### src/rtl/prmcu_uart_pkg.sv
// prmcu_uart_pkg
// Shared types and constants for the prmcu UART receive path.
//   parity_mode_t    : latched parity configuration
//   uart_rx_state_t  : receiver framing FSM states
//   ERR_*            : bit positions inside the 3-bit error flag field
package prmcu_uart_pkg;

  typedef enum logic [1:0] {
    PAR_NONE = 2'b00,
    PAR_EVEN = 2'b01,
    PAR_ODD  = 2'b10
  } parity_mode_t;

  typedef enum logic [2:0] {
    S_IDLE,
    S_START,
    S_DATA,
    S_PARITY,
    S_STOP
  } uart_rx_state_t;

  localparam int unsigned ERR_PARITY = 0;
  localparam int unsigned ERR_FRAME  = 1;
  localparam int unsigned ERR_BREAK  = 2;

  // Encoding 11 is reserved and behaves as "no parity".
  function automatic parity_mode_t decode_parity(input logic [1:0] m);
    case (m)
      2'b01:   return PAR_EVEN;
      2'b10:   return PAR_ODD;
      default: return PAR_NONE;
    endcase
  endfunction

  // Data bit count limited to 5..hi.
  function automatic logic [3:0] clamp_data_bits(input logic [3:0] n,
                                                  input logic [3:0] hi);
    if (n < 4'd5) return 4'd5;
    if (n > hi)   return hi;
    return n;
  endfunction

endpackage

### src/rtl/prmcu_uart_rx_fifo.sv
// prmcu_uart_rx_fifo
// Synchronous first-word-fall-through FIFO.
//   clk, rst        : clock, synchronous active-high reset
//   push, push_dat  : write request and data (write while full is accepted
//                     only when a pop happens in the same cycle)
//   pop             : read request, ignored when empty
//   pop_dat         : head entry, 0 while empty
//   full, empty     : occupancy status
module prmcu_uart_rx_fifo #(
  parameter int unsigned WIDTH = 12,
  parameter int unsigned DEPTH = 4
) (
  input  logic             clk,
  input  logic             rst,
  input  logic             push,
  input  logic [WIDTH-1:0] push_dat,
  input  logic             pop,
  output logic [WIDTH-1:0] pop_dat,
  output logic             full,
  output logic             empty
);

  localparam int unsigned AW = $clog2(DEPTH);

  logic [WIDTH-1:0] mem [DEPTH];
  logic [AW:0]      wptr;
  logic [AW:0]      rptr;
  logic             do_push;
  logic             do_pop;

  // Extra pointer MSB distinguishes full from empty when indices match.
  assign empty   = (wptr == rptr);
  assign full    = (wptr[AW] != rptr[AW]) && (wptr[AW-1:0] == rptr[AW-1:0]);
  assign do_pop  = pop && !empty;
  assign do_push = push && (!full || do_pop);
  assign pop_dat = empty ? '0 : mem[rptr[AW-1:0]];

  always_ff @(posedge clk) begin
    if (do_push) mem[wptr[AW-1:0]] <= push_dat;
  end

  always_ff @(posedge clk) begin
    if (rst) begin
      wptr <= '0;
      rptr <= '0;
    end else begin
      if (do_push) wptr <= wptr + 1'b1;
      if (do_pop)  rptr <= rptr + 1'b1;
    end
  end

endmodule

### src/rtl/prmcu_uart_rx_os.sv
// prmcu_uart_rx_os
// Oversampling UART receiver with 3-sample majority vote, 5..9 data bits,
// none/even/odd parity, 1..2 stop bits and a receive FIFO.
//   clk, rst                 : clock, synchronous active-high reset
//   rx_en                    : receiver enable (drop aborts the current frame)
//   parity_mode_i            : 00 none, 01 even, 10 odd, 11 none
//   n_stop_bits_i            : 0/1 -> one stop bit, 2/3 -> two
//   n_data_bits_i            : clamped to 5..9
//   clk_divider_i            : oversample tick every clk_divider_i+1 cycles
//   rx_i                     : asynchronous serial line, idle high
//   out_dat_o/out_err_o      : FIFO head data / {break, frame, parity}
//   out_vld_o/out_rdy_i      : FIFO valid/ready drain interface
//   overrun_o                : pulse when a completed frame is dropped
//   busy_o                   : a frame is in progress
module prmcu_uart_rx_os
  import prmcu_uart_pkg::*;
#(
  parameter int unsigned DATA_W     = 9,
  parameter int unsigned DIV_W      = 16,
  parameter int unsigned OS         = 16,
  parameter int unsigned FIFO_DEPTH = 4
) (
  input  logic              clk,
  input  logic              rst,
  input  logic              rx_en,
  input  logic [1:0]        parity_mode_i,
  input  logic [1:0]        n_stop_bits_i,
  input  logic [3:0]        n_data_bits_i,
  input  logic [DIV_W-1:0]  clk_divider_i,
  input  logic              rx_i,
  output logic [DATA_W-1:0] out_dat_o,
  output logic [2:0]        out_err_o,
  output logic              out_vld_o,
  input  logic              out_rdy_i,
  output logic              overrun_o,
  output logic              busy_o
);

  localparam int unsigned OS_W = $clog2(OS);
  localparam logic [OS_W-1:0] SMP_A   = OS_W'(OS/2 - 1);
  localparam logic [OS_W-1:0] SMP_B   = OS_W'(OS/2);
  localparam logic [OS_W-1:0] SMP_C   = OS_W'(OS/2 + 1);
  localparam logic [OS_W-1:0] BIT_END = OS_W'(OS - 1);
  localparam logic [3:0] MAX_BITS = (DATA_W < 9) ? 4'(DATA_W) : 4'd9;

  uart_rx_state_t    state;
  parity_mode_t      cfg_par;
  logic              cfg_two_stop;
  logic [3:0]        cfg_nbits;
  logic [3:0]        bit_idx;
  logic              stop_idx;
  logic [DATA_W-1:0] data;
  logic              par_bit, par_err, frame_err;
  logic              push_req;
  logic [DATA_W+2:0] push_ent;

  logic              rx_meta, rxs, rxs_prev;
  logic              fall, start_det;
  logic [DIV_W-1:0]  presc;
  logic              tick;
  logic [OS_W-1:0]   os_cnt;
  logic              s_a, s_b, vote, mid, bit_end;
  logic              frame_now, brk_now;
  logic [2:0]        push_flags;

  logic [DATA_W+2:0] head;
  logic              fifo_full, fifo_empty, pop;

  always_ff @(posedge clk) begin
    if (rst) begin
      rx_meta  <= 1'b1;
      rxs      <= 1'b1;
      rxs_prev <= 1'b1;
    end else begin
      rx_meta  <= rx_i;
      rxs      <= rx_meta;
      rxs_prev <= rxs;
    end
  end

  assign fall      = rxs_prev & ~rxs;
  assign start_det = (state == S_IDLE) && rx_en && fall;

  assign tick = (presc == clk_divider_i);

  // Both timebases restart on the start edge so sampling is phase-aligned
  // to the falling edge of the start bit.
  always_ff @(posedge clk) begin
    if (rst || start_det) begin
      presc  <= '0;
      os_cnt <= '0;
    end else if (tick) begin
      presc  <= '0;
      os_cnt <= (os_cnt == BIT_END) ? '0 : os_cnt + 1'b1;
    end else begin
      presc <= presc + 1'b1;
    end
  end

  always_ff @(posedge clk) begin
    if (rst) begin
      s_a <= 1'b1;
      s_b <= 1'b1;
    end else begin
      if (tick && os_cnt == SMP_A) s_a <= rxs;
      if (tick && os_cnt == SMP_B) s_b <= rxs;
    end
  end

  // Third vote sample is the live line at the mid tick.
  assign mid     = tick && (os_cnt == SMP_C);
  assign bit_end = tick && (os_cnt == BIT_END);
  assign vote    = (s_a & s_b) | (s_a & rxs) | (s_b & rxs);

  assign frame_now = frame_err | ~vote;
  assign brk_now   = frame_now && (data == '0) && !par_bit;

  always_comb begin
    push_flags             = '0;
    push_flags[ERR_PARITY] = par_err;
    push_flags[ERR_FRAME]  = frame_now;
    push_flags[ERR_BREAK]  = brk_now;
  end

  always_ff @(posedge clk) begin
    if (rst) begin
      state        <= S_IDLE;
      cfg_par      <= PAR_NONE;
      cfg_two_stop <= 1'b0;
      cfg_nbits    <= 4'd8;
      bit_idx      <= '0;
      stop_idx     <= 1'b0;
      data         <= '0;
      par_bit      <= 1'b0;
      par_err      <= 1'b0;
      frame_err    <= 1'b0;
      push_req     <= 1'b0;
      push_ent     <= '0;
    end else begin
      push_req <= 1'b0;
      if (!rx_en) begin
        state <= S_IDLE;
      end else begin
        case (state)
          S_IDLE: begin
            if (fall) begin
              state        <= S_START;
              cfg_par      <= decode_parity(parity_mode_i);
              cfg_two_stop <= n_stop_bits_i[1];
              cfg_nbits    <= clamp_data_bits(n_data_bits_i, MAX_BITS);
              bit_idx      <= '0;
              stop_idx     <= 1'b0;
              data         <= '0;
              par_bit      <= 1'b0;
              par_err      <= 1'b0;
              frame_err    <= 1'b0;
            end
          end
          S_START: begin
            if (mid && vote)  state <= S_IDLE;
            else if (bit_end) state <= S_DATA;
          end
          S_DATA: begin
            if (mid) data[bit_idx] <= vote;
            if (bit_end) begin
              bit_idx <= bit_idx + 4'd1;
              if (bit_idx == cfg_nbits - 4'd1)
                state <= (cfg_par == PAR_NONE) ? S_STOP : S_PARITY;
            end
          end
          S_PARITY: begin
            if (mid) begin
              par_bit <= vote;
              par_err <= ((^data) ^ vote) != (cfg_par == PAR_ODD);
            end
            if (bit_end) state <= S_STOP;
          end
          S_STOP: begin
            // The last stop bit ends at its mid-sample so a start edge
            // immediately following it is still caught.
            if (mid) begin
              frame_err <= frame_now;
              if (stop_idx == cfg_two_stop) begin
                push_req <= 1'b1;
                push_ent <= {push_flags, data};
                state    <= S_IDLE;
              end
            end else if (bit_end) begin
              stop_idx <= 1'b1;
            end
          end
          default: state <= S_IDLE;
        endcase
      end
    end
  end

  assign pop = out_vld_o && out_rdy_i;

  prmcu_uart_rx_fifo #(
    .WIDTH (DATA_W + 3),
    .DEPTH (FIFO_DEPTH)
  ) u_fifo (
    .clk      (clk),
    .rst      (rst),
    .push     (push_req),
    .push_dat (push_ent),
    .pop      (pop),
    .pop_dat  (head),
    .full     (fifo_full),
    .empty    (fifo_empty)
  );

  always_ff @(posedge clk) begin
    if (rst) overrun_o <= 1'b0;
    else     overrun_o <= push_req && fifo_full && !pop;
  end

  assign out_vld_o = !fifo_empty;
  assign out_dat_o = head[DATA_W-1:0];
  assign out_err_o = head[DATA_W+2:DATA_W];
  assign busy_o    = (state != S_IDLE);

endmodule

### config.mk
export PLATFORM = sky130hd
export DESIGN_NAME = prmcu_uart_rx_os
export DESIGN_NICKNAME = d
export VERILOG_FILES = /design/src/rtl/prmcu_uart_pkg.sv /design/src/rtl/prmcu_uart_rx_fifo.sv /design/src/rtl/prmcu_uart_rx_os.sv
export SDC_FILE = /design/constraint.sdc
export NUM_CORES = 1
export LEC_CHECK = 0
export BUFFER_PORTS_ARGS = -buffer_cell sky130_fd_sc_hd__buf_2
export CAP_MARGIN = 10
export CORE_MARGIN = 1
export CORE_UTILIZATION = 60
export CTS_CLUSTER_DIAMETER = 120
export DETAILED_ROUTE_END_ITERATION = 8
export GPL_TIMING_DRIVEN = 0
export PLACE_DENSITY = 0.82
export SYNTH_ARGS = -nofsm -noshare
export SYNTH_HDL_FRONTEND = slang
export SYNTH_HIERARCHICAL = 1
export SYNTH_SLANG_ARGS = --single-unit
export TNS_END_PERCENT = 5
### constraint.sdc
create_clock -name clk -period 3.7 [get_ports clk]
set_input_delay 0.555 -clock clk [delete_from_list [all_inputs] [get_ports clk]]
set_output_delay 0.555 -clock clk [all_outputs]
set_load 0.005 [all_outputs]
==> impl_metrics.env, run 1 <==
export IMPL_status="complete, no violations"
export IMPL_start_util_pct=61.9
export IMPL_cts_tree="done"
export IMPL_rsz0062_at_grt="no"
export IMPL_area_delta_synth_final_pct=15.8
export IMPL_powerDensity_nw_per_um2=452
export IMPL_wl_um=11500
export IMPL_die_area_um2=9930
export IMPL_grt_pass1_wl_um=18600
export IMPL_ir_worst_vdd_v=0.000307
export IMPL_p_sw_uw=715
export IMPL_num_io_pins=44
export IMPL_multi_input_area_um2=2640
export IMPL_grt_max_degree=17
export IMPL_cts_hold_buf=0
export IMPL_worst_slew_pin_slew_ns=0.881
export IMPL_totalNegativeSetupSlack_ns=0
export IMPL_portBuffers=41
export IMPL_drive_gt1_share_pct=17.1
export IMPL_insertion_delay_ns=0.52
export IMPL_clk_pin_slew_ns=0.06
export IMPL_finalCritPeriodShare_pct=86.4
export IMPL_slew_viol_final=0
export IMPL_ys_ff_latch=122
export IMPL_clkPwrFrac_pct=48.6
export IMPL_vias=4164
export IMPL_path_class="flop to flop"
export IMPL_routedWlPerCell_um=15.7
export IMPL_max_freq_mhz=313
export IMPL_crit_path_max_incr_delay_ns=0.56
export IMPL_placed_area_um2=6090
export IMPL_antenna_found_initial=0
export IMPL_syn_inst=529
export IMPL_synth_ff_type="dfxtp_1"
export IMPL_hold_start="rx_i"
export IMPL_p_int_uw=2280
export IMPL_cp_arrival_ns=3.38
export IMPL_clockRootBuffer="clkbuf_8"
export IMPL_start_kind="flop"
export IMPL_htreeDepth=4
export IMPL_ys_seq_area_share_pct=51.1
export IMPL_diodes=0
export IMPL_setup_worst_path_end_class="flop"
export IMPL_fillers=646
export IMPL_min_path_type="input pin to flop"
export IMPL_period_needed_ns=3.20
export IMPL_drv_cap=0
export IMPL_drcViolationCount=0
export IMPL_async_reset_ff_share_pct=0
export IMPL_syn_num_nets=576
export IMPL_fin_area_um2=6630
export IMPL_path_max_fanout=12
export IMPL_cts_setup_buffers=0
export IMPL_clock_path_buffers=2
export IMPL_synth_area_per_cell_um2=10.8
export IMPL_netlist_area_um2=5720
export IMPL_finish_net_count=636
export IMPL_crit_slowest_cell="nor3_1"
export IMPL_critPathLaunch="u_fifo/wptr[0]$_SDFFE_PP0P_"
export IMPL_finalNonFillerCells=731
export IMPL_routed_via_density=5.70
export IMPL_drtPass1Iterations=6
export IMPL_cts_resized=0
export IMPL_crit_family="simple AND/OR/NAND/NOR gates"
export IMPL_place_congestion=0.904
export IMPL_pwr_share_seq_pct=47.0
export IMPL_grt_pass1_vias=3868
export IMPL_p_comb_share_pct=4.3
export IMPL_synth_edf_count=48
export IMPL_cp_cell_sequence="xor2_1 > nor3_1 > clkbuf_1 > nor2b_1 > o41a_1 > and2_1"
export IMPL_clock_sinks=122
export IMPL_ant_nets=0
export IMPL_utilization_pct=71.7
export IMPL_slew_headroom_pct=41.3
export IMPL_setup_slack_ns=0.504
export IMPL_track_usage_pct=24.6
export IMPL_pre_cts_ws_ns=0.473
export IMPL_required_ns=3.88
export IMPL_ff_latch_area_um2=2920
export IMPL_hold_viol_final=0
export IMPL_cts_made_buffers=17
export IMPL_dieWidth_um=99.6
export IMPL_post_place_cells=699
export IMPL_row_count=35
export IMPL_r2r_start="u_fifo/wptr[0]$_SDFFE_PP0P_"
export IMPL_gr_total_overflow=0
export IMPL_synth_warning_count=6
export IMPL_crit_buf_inv=1
export IMPL_place_hpwl_um=7910
export IMPL_synthDistinctLibCells=56
export IMPL_skew_ns=0.00652
export IMPL_p_leak_uw=0.00247
export IMPL_core_um2=9240
export IMPL_die_y_um=99.6
export IMPL_netSwitchingFraction_pct=23.9
export IMPL_drtIter0Drc=186
export IMPL_setup_violations=0
[sequential cells by signal, indices dropped and copies added, names as in the netlist, 2 cells and up, named ones only]
register     flops
u_fifo/rptr      3
bit_idx          4
cfg_nbits        4
u_fifo/wptr      3
state            3
presc           16
data             9
cfg_par          2
os_cnt           4
u_fifo/mem      48
push_ent        12
[routing by layer]
metal	vias up	GRT usage (%)	wire (um)
li1	2027	-	-
met4	0	9.16	206
met1	1981	29.6	4900
met2	132	43.0	5830
met3	24	5.69	517
met5	-	0	0
[per-stage QoR]
step | total power [uW] | hold slack [ns]
2_1_floorplan | 1520 | 0.389
3_3_place_gp | 1560 | 0.392
3_5_place_dp | 1560 | 0.396
4_1_cts | 3010 | 0.206
5_1_grt | 3090 | 0.225
6_report | 2990 | 0.218
[path summary, 6_finish.rpt]
check | endpoint | slack (ns) | depth (start not counted)
min reg2reg | rxs$_SDFF_PP1_ | 0.41 | 1
max | u_fifo/mem[0][10]$_DFFE_PP_ | 0.50 | 6
min | rx_meta$_SDFF_PP1_ | 0.22 | 2
max reg2reg | u_fifo/mem[0][10]$_DFFE_PP_ | 0.50 | 6
[cell families after synthesis]
| family | share of synthesized area (%) |
|---|---|
| AOI/OAI and AO/OA | 9.36 |
| xor gates and xnor gates | 7.35 |
| adders and majority gates | 3.94 |
| buffers and inverters | 2.97 |
| DFF | 51.1 |
| muxes | 8.42 |
| and+or+nand+nor | 16.9 |
[cell usage after synthesis (all sizes together) (14+ instances only)]
| library cell | number | area share [%] |
|---|---|---|
| a21oi | 20 | 1.7 |
| mux2i | 14 | 2.4 |
| xnor2 | 16 | 2.4 |
| edfxtp | 48 | 25 |
| nor2 | 48 | 3.1 |
| nor2b | 20 | 2.2 |
| nand3 | 23 | 2.0 |
| dfxtp | 74 | 26 |
| ha | 18 | 3.9 |
| nand2 | 37 | 2.4 |
| xor2 | 32 | 4.9 |
| inv | 26 | 1.7 |
[power groups by stage]
stage / combinational [uW] / sequential, uW / clock (uW)
6_report: 129 / 1410 / 1460
2_1_floorplan: 85.6 / 1430 / 0
3_3_place_gp: 122 / 1440 / 0
4_1_cts: 129 / 1410 / 1470
5_1_grt: 143 / 1410 / 1540
3_5_place_dp: 128 / 1440 / 0
[area by class of cell]
cell class                      count  area share (%)
Tap cell                          129            2.44
Multi-Input combinational cell    363            39.8
Timing Repair Buffer               41            3.10
Clock buffer                       17            6.25
Sequential cell                   122            44.1
Clock inverter                     15            1.76
Buffer                             18            1.10
Inverter                           26            1.47
[layout by cell type (no fill, tap or decap), types with 20 or more instances in the layout]
cell       n
nor2_1    48
nand2_1   37
edfxtp_1  48
xor2_1    32
nor2b_1   20
nand3_1   23
inv_1     26
buf_2     45
a21oi_1   20
dfxtp_1   74
Power figures use the tool's default switching activity.
==> run 2: changes to the inputs <==
- clock period: 3.7 -> 3.35 ns (I/O delays scaled with it)
==> run 2 against run 1 <==
Against the previous run: clock skew hardly changed; clock power is 10% higher; fmax is 4.3% higher; critical endpoint is now u_fifo/wptr[2]$_SDFFE_PP0P_.
==> impl_metrics.env, run 2 (synthesized netlist as in run 1, its figures left out) <==
export IMPL_drv_cap=0
export IMPL_largest_register_ffs=48
export IMPL_min_path_type="input pin to flop"
export IMPL_grt_pass1_vias=3868
export IMPL_period_needed_ns=3.06
export IMPL_num_io_pins=44
export IMPL_powerDensity_nw_per_um2=499
export IMPL_htreeDepth=4
export IMPL_skew_ns=0.00652
export IMPL_slew_viol_final=0
export IMPL_status="complete, no violations"
export IMPL_ant_nets=0
export IMPL_portBuffers=41
export IMPL_ir_worst_vdd_v=0.000339
export IMPL_totalNegativeSetupSlack_ns=0
export IMPL_dieWidth_um=99.6
export IMPL_r2r_start="u_fifo/wptr[0]$_SDFFE_PP0P_"
export IMPL_place_congestion=0.904
export IMPL_required_ns=3.76
export IMPL_mostFrequentLayoutCell="dfxtp_1"
export IMPL_diodes=0
export IMPL_wl_um=11500
export IMPL_routedWlPerCell_um=15.7
export IMPL_hold_viol_final=0
export IMPL_holdWs_ns=0.167
export IMPL_grt_pass1_wl_um=18600
export IMPL_post_place_cells=699
export IMPL_start_util_pct=61.9
export IMPL_vias=4170
export IMPL_die_area_um2=9930
export IMPL_core_um2=9240
export IMPL_finalCritPeriodShare_pct=91.5
export IMPL_drtPass1Iterations=5
export IMPL_setup_violations=0
export IMPL_clock_path_buffers=2
export IMPL_critPathLaunch="u_fifo/wptr[0]$_SDFFE_PP0P_"
export IMPL_drcViolationCount=0
export IMPL_r2r_worst_path_cells=7
export IMPL_clock_sinks=122
export IMPL_track_usage_pct=24.6
export IMPL_path_class="flop to flop"
export IMPL_cts_made_buffers=17
export IMPL_setup_worst_path_end_class="flop"
export IMPL_cp_arrival_ns=3.47
export IMPL_grt_max_degree=17
export IMPL_clockRootBuffer="clkbuf_8"
export IMPL_slew_headroom_pct=40.3
export IMPL_critPathCapture="u_fifo/wptr[2]$_SDFFE_PP0P_"
export IMPL_start_kind="flop"
export IMPL_cts_hold_buf=0
export IMPL_finalNonFillerCells=731
export IMPL_drive_gt1_share_pct=17.3
export IMPL_place_hpwl_um=7910
export IMPL_routed_via_density=5.70
export IMPL_die_y_um=99.6
export IMPL_r2r_end="u_fifo/wptr[2]$_SDFFE_PP0P_"
export IMPL_row_count=35
export IMPL_utilization_pct=71.8
export IMPL_final_cell_mix="dfxtp_1 (74), nor2_1 (48), edfxtp_1 (48)"
export IMPL_gr_total_overflow=0
export IMPL_finish_net_count=636
export IMPL_antenna_found_initial=0
export IMPL_drtIter0Drc=171
export IMPL_worst_slew_pin_slew_ns=0.895
export IMPL_insertion_delay_ns=0.52
export IMPL_rsz0062_at_grt="no"
export IMPL_cts_tree="done"
export IMPL_p_leak_uw=0.00248
export IMPL_rrSetupSlack_ns=0.29
export IMPL_path_max_fanout=13
export IMPL_area_delta_synth_final_pct=15.9
export IMPL_max_freq_mhz=326
export IMPL_clk_pin_slew_ns=0.06
==> run 2: changes by cell type in the layout (fill, tap and decap cells not counted) <==
cell,before,now
nor3_1,11,10
nor3_2,1,2
==> run 2: layout make-up <==
type	count	area, um2
multi-input cells	363	2640
fillers	646	2610
clock buffers	17	414
repair buffers	41	205
well taps	129	161
plain buffers	18	72.6
flip-flops and latches	122	2920
inverters	26	97.6
clock inverters	15	116
==> run 2: metal layers <==
layer / track usage (%) / wire (um) / vias to the layer above / share of wire (%)
met5: 0 / 0 / - / 0
met4: 9.16 / 213 / 0 / 1.9
met3: 5.69 / 554 / 22 / 4.8
met2: 43.0 / 5830 / 126 / 51
met1: 29.6 / 4900 / 1996 / 43
li1: - / - / 2026 / -
==> run 2: what timing repair did <==
| action | 4_1_cts | 5_1_grt |
|---|---|---|
| setup buffers | 0 | 0 |
| setup endpoints to repair | 0 | 36 |
| gates resized for setup | 0 | 1 |
==> run 2: power breakdown <==
part | total (uW) | leakage (uW) | switching (uW) | internal (uW)
sequential | 1560 | 0.00110 | 13.5 | 1540
combinational | 144 | 0.00113 | 86.7 | 57.3
clock | 1610 | 0.000249 | 689 | 918
==> run 2: worst min path at each step <==
stage | from | slack [ns] | cells after the start | end
floorplan | rx_meta$_SDFF_PP1_ | 0.39 | 1 | rxs$_SDFF_PP1_
global placement | rx_meta$_SDFF_PP1_ | 0.39 | 1 | rxs$_SDFF_PP1_
detailed placement | rx_meta$_SDFF_PP1_ | 0.40 | 1 | rxs$_SDFF_PP1_
CTS | rx_i | 0.15 | 2 | rx_meta$_SDFF_PP1_
global route | rx_i | 0.17 | 2 | rx_meta$_SDFF_PP1_
finish | rx_i | 0.17 | 2 | rx_meta$_SDFF_PP1_
==> run 2: worst max-delay path, cell delays in order (launching register included) <==
cell and delay (ns):
dfxtp_1 0.48, xor2_1 0.33, nor3_2 0.14, clkbuf_1 0.26, nor2b_1 0.46, inv_1 0.15
a41oi_2 0.71, mux2_2 0.41
==> run 2: per-stage QoR <==
step	setup slack [ns]	power [uW]	cell area [um2]
final	0.286	3310	6630
after global routing	0.0957	3410	6630
after CTS	0.0830	3320	6630
after detailed placement	0.123	1730	6090
after global placement	0.00208	1720	6090
after floorplan	0.756	1680	5720
==> run 3: changes to the inputs <==
- RECOVER_POWER: default -> 100
==> run 3 against run 2 <==
Against the previous run: via count shrank 0.34%; largest power group unchanged; fmax decreased by 0.24%; routed wire length barely moved; clock skew about the same; global-route usage unchanged; critical path depth stayed put; final cell count did not move; combinational power hardly changed; count of clock-buffer cells in the layout stayed put; die area did not move; sequential share of layout area increased by 0.24 points.
==> impl_metrics.env, run 3 (synthesized netlist as in run 1, its figures left out) <==
export IMPL_start_util_pct=61.9
export IMPL_slew_viol_final=0
export IMPL_min_path_type="input pin to flop"
export IMPL_p_leak_uw=0.00242
export IMPL_hold_end="rx_meta$_SDFF_PP1_"
export IMPL_ir_worst_vdd_v=0.000341
export IMPL_final_cell_mix="dfxtp_1 (74), nor2_1 (48), edfxtp_1 (48)"
export IMPL_dieWidth_um=99.6
export IMPL_grt_pass1_vias=3868
export IMPL_grt_pass1_wl_um=18600
export IMPL_crit_path_max_incr_delay_ns=0.71
export IMPL_max_freq_mhz=326
export IMPL_required_ns=3.76
export IMPL_cts_made_buffers=17
export IMPL_htreeDepth=4
export IMPL_holdWs_ns=0.170
export IMPL_row_count=35
export IMPL_die_area_um2=9930
export IMPL_skew_ns=0.00683
export IMPL_drv_cap=0
export IMPL_drtIter0Drc=170
export IMPL_routed_via_density=5.69
export IMPL_area_delta_synth_final_pct=15.3
export IMPL_clk_pin_slew_ns=0.06
export IMPL_rrSetupSlack_ns=0.28
export IMPL_diodes=0
export IMPL_drtPass1Iterations=5
export IMPL_start_kind="flop"
export IMPL_num_io_pins=44
export IMPL_cp_cell_sequence="xor2_1 > nor3_2 > clkbuf_1 > nor2b_1 > inv_1 > a41oi_2 > mux2_2"
export IMPL_r2r_start="u_fifo/wptr[0]$_SDFFE_PP0P_"
export IMPL_ant_nets=0
export IMPL_setup_violations=0
export IMPL_period_needed_ns=3.07
export IMPL_routedWlPerCell_um=15.7
export IMPL_status="complete, no violations"
export IMPL_path_class="flop to flop"
export IMPL_worst_slew_pin_slew_ns=0.890
export IMPL_fillers=656
export IMPL_r2r_end="u_fifo/wptr[2]$_SDFFE_PP0P_"
export IMPL_core_um2=9240
export IMPL_gr_total_overflow=0
export IMPL_portBuffers=41
export IMPL_track_usage_pct=24.6
export IMPL_powerDensity_nw_per_um2=501
export IMPL_setup_worst_path_end_class="flop"
export IMPL_place_hpwl_um=7910
export IMPL_clockRootBuffer="clkbuf_8"
export IMPL_path_max_fanout=13
export IMPL_mostFrequentLayoutCell="dfxtp_1"
export IMPL_cp_arrival_ns=3.48
export IMPL_hold_viol_final=0
export IMPL_totalNegativeSetupSlack_ns=0
export IMPL_cts_tree="done"
export IMPL_holdPathStages=2
export IMPL_grt_max_degree=17
export IMPL_drive_gt1_share_pct=14.6
export IMPL_cts_setup_buffers=0
export IMPL_crit_slowest_cell="a41oi_2"
export IMPL_drcViolationCount=0
export IMPL_slew_headroom_pct=40.6
export IMPL_rsz0062_at_grt="no"
export IMPL_place_congestion=0.904
export IMPL_clock_path_buffers=2
export IMPL_wl_um=11500
export IMPL_finish_net_count=636
export IMPL_antenna_found_initial=0
export IMPL_vias=4156
export IMPL_die_y_um=99.6
export IMPL_clock_sinks=122
export IMPL_finalCritPeriodShare_pct=91.7
export IMPL_insertion_delay_ns=0.51
export IMPL_largest_register_ffs=48
export IMPL_r2r_worst_path_cells=7
export IMPL_hold_start="rx_i"
run 3: worst max path at each step:
stage,from,to,slack [ns],cells past startpoint
6_report,u_fifo/wptr[0]$_SDFFE_PP0P_,u_fifo/wptr[2]$_SDFFE_PP0P_,0.28,7
5_1_grt,u_fifo/wptr[0]$_SDFFE_PP0P_,u_fifo/wptr[2]$_SDFFE_PP0P_,0.1,7
4_1_cts,u_fifo/wptr[0]$_SDFFE_PP0P_,u_fifo/mem[1][3]$_DFFE_PP_,0.08,6
3_5_place_dp,u_fifo/wptr[0]$_SDFFE_PP0P_,u_fifo/mem[1][5]$_DFFE_PP_,0.12,6
3_3_place_gp,u_fifo/wptr[0]$_SDFFE_PP0P_,u_fifo/wptr[2]$_SDFFE_PP0P_,0.002,7
2_1_floorplan,u_fifo/wptr[0]$_SDFFE_PP0P_,u_fifo/wptr[2]$_SDFFE_PP0P_,0.76,7
run 3: layer usage:
metal / routed length, um / vias up / share of wire [%] / track usage [%]
met4: 201 / 0 / 1.7 / 9.16
met2: 5880 / 109 / 51 / 43.0
met5: 0 / - / 0 / 0
met1: 4960 / 1999 / 43 / 29.6
li1: - / 2025 / - / -
met3: 448 / 23 / 3.9 / 5.69
run 3: cell type report:
cell class              count  area, um2  share of cell area [%]
multi-input cells         363       2620                    39.7
clock buffers              17        414                    6.28
clock inverters            15        116                    1.76
well taps                 129        161                    2.45
repair buffers             41        193                    2.92
flip-flops and latches    122       2920                    44.3
plain buffers              18       70.1                    1.06
inverters                  26       97.6                    1.48
run 3: worst max-delay path, delay by kind of cell (launching register included):
kind | cells | cell delay (ns)
AOI/OAI and AO/OA | 1 | 0.71
and+or+nand+nor | 2 | 0.60
DFF | 1 | 0.48
buffers and inverters | 2 | 0.41
muxes | 1 | 0.41
xor gates and xnor gates | 1 | 0.35
run 3: metrics by stage:
step	area [um2]	utilization [%]	total power (uW)	cells	worst slack [ns]
floorplan	5720	-	1680	529	0.756
global placement	6090	65.9	1720	699	0.00208
detailed placement	6090	66.0	1730	699	0.123
CTS	6630	71.7	3320	731	0.0830
global route	6590	71.4	3410	731	0.0957
finish	6590	71.4	3300	731	0.278
run 3: repair_timing:
item	CTS	global route
resized for setup	0	1
hold buffers	0	0
endpoints found under the setup margin	0	36
run 3: where the power goes:
part,leakage [uW],switching [uW],internal (uW),total [uW]
combinational,0.00107,86.2,56.9,143
clock,0.000249,688,918,1610
sequential,0.00110,13.6,1540,1560
